--- config.mk ---
export PLATFORM = sky130hd
export DESIGN_NAME = uart_rx_r0
export DESIGN_NICKNAME = d
export VERILOG_FILES = /design/src/rtl/uart_rx_r0_pkg.sv /design/src/rtl/uart_rx_r0_sync.sv /design/src/rtl/uart_rx_r0.sv
export SDC_FILE = /design/constraint.sdc
export NUM_CORES = 1
export LEC_CHECK = 0
export BUFFER_PORTS_ARGS = -buffer_cell sky130_fd_sc_hd__buf_4
export CAP_MARGIN = 5
export CORE_MARGIN = 10
export CORE_UTILIZATION = 56
export CTS_CLUSTER_SIZE = 8
export DETAILED_ROUTE_END_ITERATION = 10
export PLACE_DENSITY_LB_ADDON = 0.08
export SLEW_MARGIN = 15
export SYNTH_ARGS = -nofsm -noshare
export SYNTH_HDL_FRONTEND = slang
export SYNTH_SLANG_ARGS = --single-unit
--- constraint.sdc ---
create_clock -name clk -period 1.8 [get_ports clk]
set_input_delay 0.09 -clock clk [delete_from_list [all_inputs] [get_ports clk]]
set_output_delay 0.09 -clock clk [all_outputs]
set_load 0.01 [all_outputs]
--- src/rtl/uart_rx_r0_pkg.sv ---
// Shared UART definitions: FSM state encodings for the receiver and transmitter,
// default start-bit level and a constant-evaluable ceil-log2 helper.
package uart_rx_r0_pkg;

  localparam logic DEF_START_BIT = 1'b0;

  typedef enum logic [1:0] {
    s_IDLE,
    s_START,
    s_DATA,
    s_STOP
  } rx_state_t;

  typedef enum logic [1:0] {
    TX_IDLE,
    TX_START,
    TX_DATA,
    TX_STOP
  } tx_state_t;

  function automatic int unsigned clog2(input int unsigned value);
    int unsigned result;
    result = 0;
    for (int unsigned v = 1; v < value; v = v << 1) begin
      result++;
    end
    return result;
  endfunction

endpackage

--- src/rtl/uart_rx_r0_sync.sv ---
// Multi-flop input synchronizer with a configurable reset level, so the
// synchronized line can come out of reset already at its idle value.
module uart_sync #(
  parameter int unsigned STAGES    = 2,
  parameter logic        RESET_VAL = 1'b1
) (
  input  logic clk,
  input  logic rst,
  input  logic i_d,
  output logic o_q
);

  logic [STAGES-1:0] r_sync;

  always_ff @(posedge clk or posedge rst) begin
    if (rst) begin
      r_sync <= {STAGES{RESET_VAL}};
    end else begin
      r_sync[0] <= i_d;
      for (int unsigned i = 1; i < STAGES; i++) begin
        r_sync[i] <= r_sync[i-1];
      end
    end
  end

  assign o_q = r_sync[STAGES-1];

endmodule

--- src/rtl/uart_rx_r0.sv ---
// UART receiver: start bit, BIT_WIDTH data bits MSB first, one stop bit.
// Emits a one-cycle valid pulse per good word and a frameErr pulse on a bad stop bit.
module uart_rx_r0
  import uart_rx_r0_pkg::*;
#(
  parameter int unsigned BIT_WIDTH    = 8,
  parameter logic        START_BIT    = DEF_START_BIT,
  parameter int unsigned CLKS_PER_BIT = 16,
  parameter int unsigned SYNC_STAGES  = 2
) (
  input  logic                 clk,
  input  logic                 rst,
  input  logic                 rx,
  output logic [BIT_WIDTH-1:0] dataOut,
  output logic                 valid,
  output logic                 frameErr,
  output logic                 busy
);

  localparam int unsigned H  = (CLKS_PER_BIT - 1) / 2;
  localparam int unsigned CW = (clog2(CLKS_PER_BIT) == 0) ? 1 : clog2(CLKS_PER_BIT);
  localparam logic [CW-1:0] CNT_LAST = CW'(CLKS_PER_BIT - 1);
  localparam logic [CW-1:0] H_LAST   = (H > 0) ? CW'(H - 1) : '0;
  localparam logic [3:0]    BIT_LAST = 4'(BIT_WIDTH - 1);

  rx_state_t r_state;
  rx_state_t w_state_nxt;

  logic [CW-1:0]        r_clk_cnt;
  logic [3:0]           r_bit_cnt;
  logic [BIT_WIDTH-1:0] r_shreg;
  logic [BIT_WIDTH-1:0] r_data;
  logic                 r_valid;
  logic                 r_frame_err;
  logic                 r_busy;

  logic w_rx_s;
  logic w_tick;
  logic w_h_tick;
  logic w_shift;
  logic w_valid_nxt;
  logic w_ferr_nxt;

  uart_sync #(
    .STAGES   (SYNC_STAGES),
    .RESET_VAL(~START_BIT)
  ) u_sync (
    .clk(clk),
    .rst(rst),
    .i_d(rx),
    .o_q(w_rx_s)
  );

  assign w_tick   = (r_clk_cnt == CNT_LAST);
  assign w_h_tick = (r_clk_cnt == H_LAST);

  always_ff @(posedge clk or posedge rst) begin
    if (rst) begin
      r_state <= s_IDLE;
    end else begin
      r_state <= w_state_nxt;
    end
  end

  // With H==0 the mid-bit point of the start bit is c0 itself, so START is skipped.
  always_comb begin
    w_state_nxt = r_state;
    unique case (r_state)
      s_IDLE: begin
        if (w_rx_s == START_BIT) begin
          w_state_nxt = (H > 0) ? s_START : s_DATA;
        end
      end
      s_START: begin
        if (w_h_tick) begin
          w_state_nxt = (w_rx_s == START_BIT) ? s_DATA : s_IDLE;
        end
      end
      s_DATA: begin
        if (w_tick && (r_bit_cnt == BIT_LAST)) begin
          w_state_nxt = s_STOP;
        end
      end
      s_STOP: begin
        if (w_tick) begin
          w_state_nxt = s_IDLE;
        end
      end
      default: w_state_nxt = s_IDLE;
    endcase
  end

  always_comb begin
    w_shift     = 1'b0;
    w_valid_nxt = 1'b0;
    w_ferr_nxt  = 1'b0;
    unique case (r_state)
      s_DATA: w_shift = w_tick;
      s_STOP: begin
        w_valid_nxt = w_tick && (w_rx_s != START_BIT);
        w_ferr_nxt  = w_tick && (w_rx_s == START_BIT);
      end
      default: ;
    endcase
  end

  // Clock counter restarts on every state change and on every bit-period tick.
  always_ff @(posedge clk or posedge rst) begin
    if (rst) begin
      r_clk_cnt   <= '0;
      r_bit_cnt   <= '0;
      r_shreg     <= '0;
      r_data      <= '0;
      r_valid     <= 1'b0;
      r_frame_err <= 1'b0;
      r_busy      <= 1'b0;
    end else begin
      r_valid     <= w_valid_nxt;
      r_frame_err <= w_ferr_nxt;
      r_busy      <= (w_state_nxt != s_IDLE);

      if ((r_state == s_IDLE) || (w_state_nxt != r_state) || w_tick) begin
        r_clk_cnt <= '0;
      end else begin
        r_clk_cnt <= r_clk_cnt + CW'(1);
      end

      if (r_state != s_DATA) begin
        r_bit_cnt <= '0;
      end else if (w_tick) begin
        r_bit_cnt <= (r_bit_cnt == BIT_LAST) ? '0 : r_bit_cnt + 4'd1;
      end

      if (w_shift) begin
        r_shreg <= {r_shreg[BIT_WIDTH-2:0], w_rx_s};
      end

      if (w_valid_nxt) begin
        r_data <= r_shreg;
      end
    end
  end

  assign dataOut  = r_data;
  assign valid    = r_valid;
  assign frameErr = r_frame_err;
  assign busy     = r_busy;

endmodule

Yosys cells after proc, flatten, opt, wreduce, memory -nomap -nowiden
Index checks and enable logic that the tools add are counted.

Input port bits: 3. Flip-flop bits (word level): 31. Output and inout bits: 11.

Add/subtract/negate cells: 2. Bitwise gates (word level): 1. Reductions and logical operators: 8. Eq/ne operators: 8. Mux-type cells: 13.

Operators with widths (number): $mux 4 (4); $mux 2 (5); $add 4x1->4 const B (2); $eq 4x3->1 const B (2); $pmux 2 s4 (1); $eq 2x2->1 const B (2); $eq 4x4->1 const B (1); $reduce_bool 2->1 (2); $logic_and 1x1->1 (3); $mux 1 (3); $eq 2x1->1 const B (1); $logic_not 2->1 (1); $logic_or 1x1->1 (2); $ne 2x2->1 (1); $ne 2x2->1 const B (1); $not 1->1 (1).

Logic depth before layout (Yosys ltp)
Word-level depth: 8. Depth in mapped cells: 5. Gate-level depth less buffers: 5.

Hierarchy
A second synthesis with hierarchy kept.

Cell total of the unflattened synthesis: 95. Area total of the unflattened synthesis: 1272.5 um2.

Modules (own cells, without submodules): uart_rx_r0 (cells an instance 92, seq. area each 725.7 um2, area an instance 1216.2 um2, instances 1); uart_sync (cells an instance 3, seq. area each 52.6 um2, area an instance 56.3 um2, instances 1).

Least setup slack after synthesis
Ideal clock, no wire load.

Kind: register -> register. From: register r_clk_cnt[0]. To: register r_shreg[0]. Library setup time: 125 ps. Cell stages (with the launch flop): 5. Arrival: 1402 ps. Period minus slack after synthesis: 1527 ps. Data required time: 1675 ps. Slack: 273 ps. Cell sequence: dfrtp_1 -> ha_1 -> nand3_4 -> nor2_2 -> mux2_2.

Longest elaborated chain between the ends: 2.

Ends and longest elaborated chain: start, declared (RTL line uart_rx_r0.sv:29) `logic [CW-1:0] r_clk_cnt;`; start signal, assigned (RTL line uart_rx_r0.sv:125) `r_clk_cnt <= r_clk_cnt + CW'(1);`; $eq 4x4->1 (RTL line uart_rx_r0.sv:54) `assign w_tick = (r_clk_cnt == CNT_LAST);`; $mux 1 (RTL line uart_rx_r0.sv:97) `unique case (r_state)`; end signal, assigned (RTL line uart_rx_r0.sv:135) `r_shreg <= {r_shreg[BIT_WIDTH-2:0], w_rx_s};`; end, declared (RTL line uart_rx_r0.sv:31) `logic [BIT_WIDTH-1:0] r_shreg;`.

No other way between the ends. A chain may end at the register's enable or synchronous reset.

Worst setup path in the final report
From: register r_clk_cnt[0]. To: register r_shreg[7].

Same word-level chain as after synthesis.

==> flow_summary.ini <==
[outcome]
status = finished, final reports clean

[worst_setup_path]
endpoint = r_shreg[7]
crit_cells = 4
rr_endpoint = r_shreg[7]
r2r_cells = 4
rr_startpoint = r_clk_cnt[0]
cp_cell_sequence = ha_1, nand3_4, nor2_2, mux2_2
regToRegSetupSlack_ns = 0.12
slowest_stage = dfrtp_1
cp-start-kind = register
path_max_fanout = 10
worstPathRequired_ns = 2.02
cp.arrival_ns = 1.90
crit_path_end_kind = register
critPathLaunch = r_clk_cnt[0]
cpLargestDelayFamily = simple AND/OR/NAND/NOR gates
crit_buf_inv = 0
critical_path_class = reg2reg
cpPeakStageDelay_ns = 0.40

[job]
max_cap_violations = 0

[cells_and_area]
finalInstanceArea_mm2 = 0.001521
multiInputGateArea_um2 = 478.0
nets = 124
ff_latch_area_um2 = 778.2
final_common_cell = dfrtp_1
area_delta_synth_final_pct = 18.52
fillCellCount = 155
drive_gt1_share_pct = 36.97
antenna_cells = 0
most-common-layout-cells = 29 x dfrtp_1, 16 x mux2_2, 15 x buf_4
fin_cells = 147

[clock_tree]
cts_tree = yes
cts-buffers-inserted = 5
clk_path_buf_depth = 2
htreeDepth = 2
clk_pin_slew_ns = 0.09
clkSinkCount = 31
clk-insertion-delay-late_ns = 0.33
cts_root_buf = clkbuf_4

[synthesis]
synth_area_mm2 = 0.001284
synth_edf_count = 0
synthSimpleGateAreaFrac_pct = 14.23
synth_compound_gate_area_share_pct = 3.996
yosys_warnings = 0
synth-seq-cells = 31
synthArstFlopShare_pct = 100.0
synth_flop_cell = dfrtp_1
synthCells = 96
synth.yosys.seq_area_share_pct = 60.62
synth_cell_types = 29
synth.area.mux_share_pct = 14.04
yosys.area_share.xor_xnor_pct = 2.047
yosys.area_share.adder_pct = 2.924
avgSynthCellArea_um2 = 13.37
synth_nets = 102
synth_top_family_by_area = simple AND/OR/NAND/NOR gates

[global_routing]
grt-busiest-layer = met2
antenna_found_initial = 0
grtUsageMet2_pct = 14.79
grt_pass1_wl_mm = 3.560
grt_start_max_net_pins = 32
grt_util_met3_pct = 3.752
grt_pass1_vias = 818
grt_util_met1_pct = 12.81
grt_usage_pct = 10.42
overflow = 0

[route]
wire_per_inst_um = 14.22
drc = 0
drtIter0Drc = 28
vias = 796
viasPerCell = 5.415
dr.pass1.iters = 4
routed_wirelength_mm = 2.091
drtAntennaViolNets = 0

[die]
die_x_um = 67.88
initial_core_util_pct = 58.60
coreArea_mm2 = 0.002191
io_pins = 14
fp-row-count = 17
dieArea_mm2 = 0.004608
die_h_um = 67.88

[placed_design]
hpwl_mm = 1.453
gp_congestion = 0.8259
dp_cells = 137
placed_cell_area_mm2 = 0.001415
port_buffers = 13

[timing]
finalSetupTns_ns = 0
max_freq_mhz = 594.3
setup_violations = 0
relSlewSlack_pct = 73.50
clock_skew_ns = 0.009963
slew_viol_final = 0
period_minus_slack_ns = 1.683
worstMarginPinSlew_ns = 0.3970
hold_viol = 0
fin_crit_sh_pct = 93.49
rsz0062_at_grt = no

[min_path]
min_path_type = reg2reg
hold_start = u_sync.r_sync[0]

[power_and_ir_drop]
max-vdd-ir-drop_mv = 0.9836
power.density_mw_per_mm2 = 1187
p_total_mw = 1.806
leakage_nw = 0.7370
-- per-stage QoR --
stage               hold slack, ns  utilization, %  worst slack, ns
CTS                         0.3625           69.45           0.1029
detailed placement          0.1931           64.59           0.1064
finish                      0.3604           69.45           0.1172
global route                0.3638           69.45         0.001595
global placement            0.1899           64.59           0.1643
floorplan                  0.09448               -           0.2730
-- repair_timing --
action,4_1_cts,5_1_grt
hold endpoints to repair,30,0
setup buffers,0,0
hold buffers,2,0
resized for setup,0,0
-- kinds of logic (layout without fill, tap and decap cells) --
group / after synthesis / in the layout
multiplexers: 16 / 16
AND/OR/NAND/NOR: 30 / 30
buffers and inverters: 5 / 28
flip-flops: 31 / 31
AO/OA/AOI/OAI: 8 / 8
XOR/XNOR: 3 / 3
adder cells (fa/ha/maj): 3 / 3
-- state kept, by name (all words and copies together) (netlist names) --
register,cells
dataOut,8
r_shreg,8
r_bit_cnt,4
r_clk_cnt,4
r_state,2
u_sync.r_sync,2
busy,1
frameErr,1
valid,1
-- cell type report --
class | count | area share, %
well taps | 28 | 2.303
clock buffers | 6 | 3.372
repair buffers | 17 | 8.717
flip-flops and latches | 31 | 51.15
multi-input cells | 60 | 31.41
clock inverters | 2 | 2.303
inverters | 3 | 0.7401
-- cells in the mapped netlist (2+ instances only) --
library cell | number | share of area, %
a21oi_1 | 3 | 1.2
and3_1 | 2 | 0.97
dfrtp_1 | 29 | 57
dfstp_2 | 2 | 4.1
ha_1 | 3 | 2.9
inv_1 | 3 | 0.88
mux2_2 | 16 | 14
nand2_1 | 5 | 1.5
nand2b_1 | 3 | 1.5
nand3_1 | 5 | 1.9
nand3b_1 | 2 | 1.2
nor2_1 | 5 | 1.5
xor2_1 | 2 | 1.4
-- how the worst min path moves through the flow --
stage | end | cells after the start
2_1_floorplan | u_sync.r_sync[0] | 0
3_3_place_gp | dataOut[3] | 3
3_5_place_dp | dataOut[4] | 3
4_1_cts | u_sync.r_sync[1] | 0
5_1_grt | u_sync.r_sync[1] | 0
6_report | u_sync.r_sync[1] | 0
-- per-layer routing --
layer	part of all wire, %	wire length (µm)
met5	0	0
met4	1.9	40
met3	7.7	161
met2	44	924
met1	46	965
-- power by group --
group          internal, mW  switching (mW)  leakage (nW)
Clock                 0.328           0.231        0.0482
Sequential            0.784          0.0972         0.407
Combinational         0.166           0.199         0.282
Note: power is estimated with default switching activity, not from simulation.
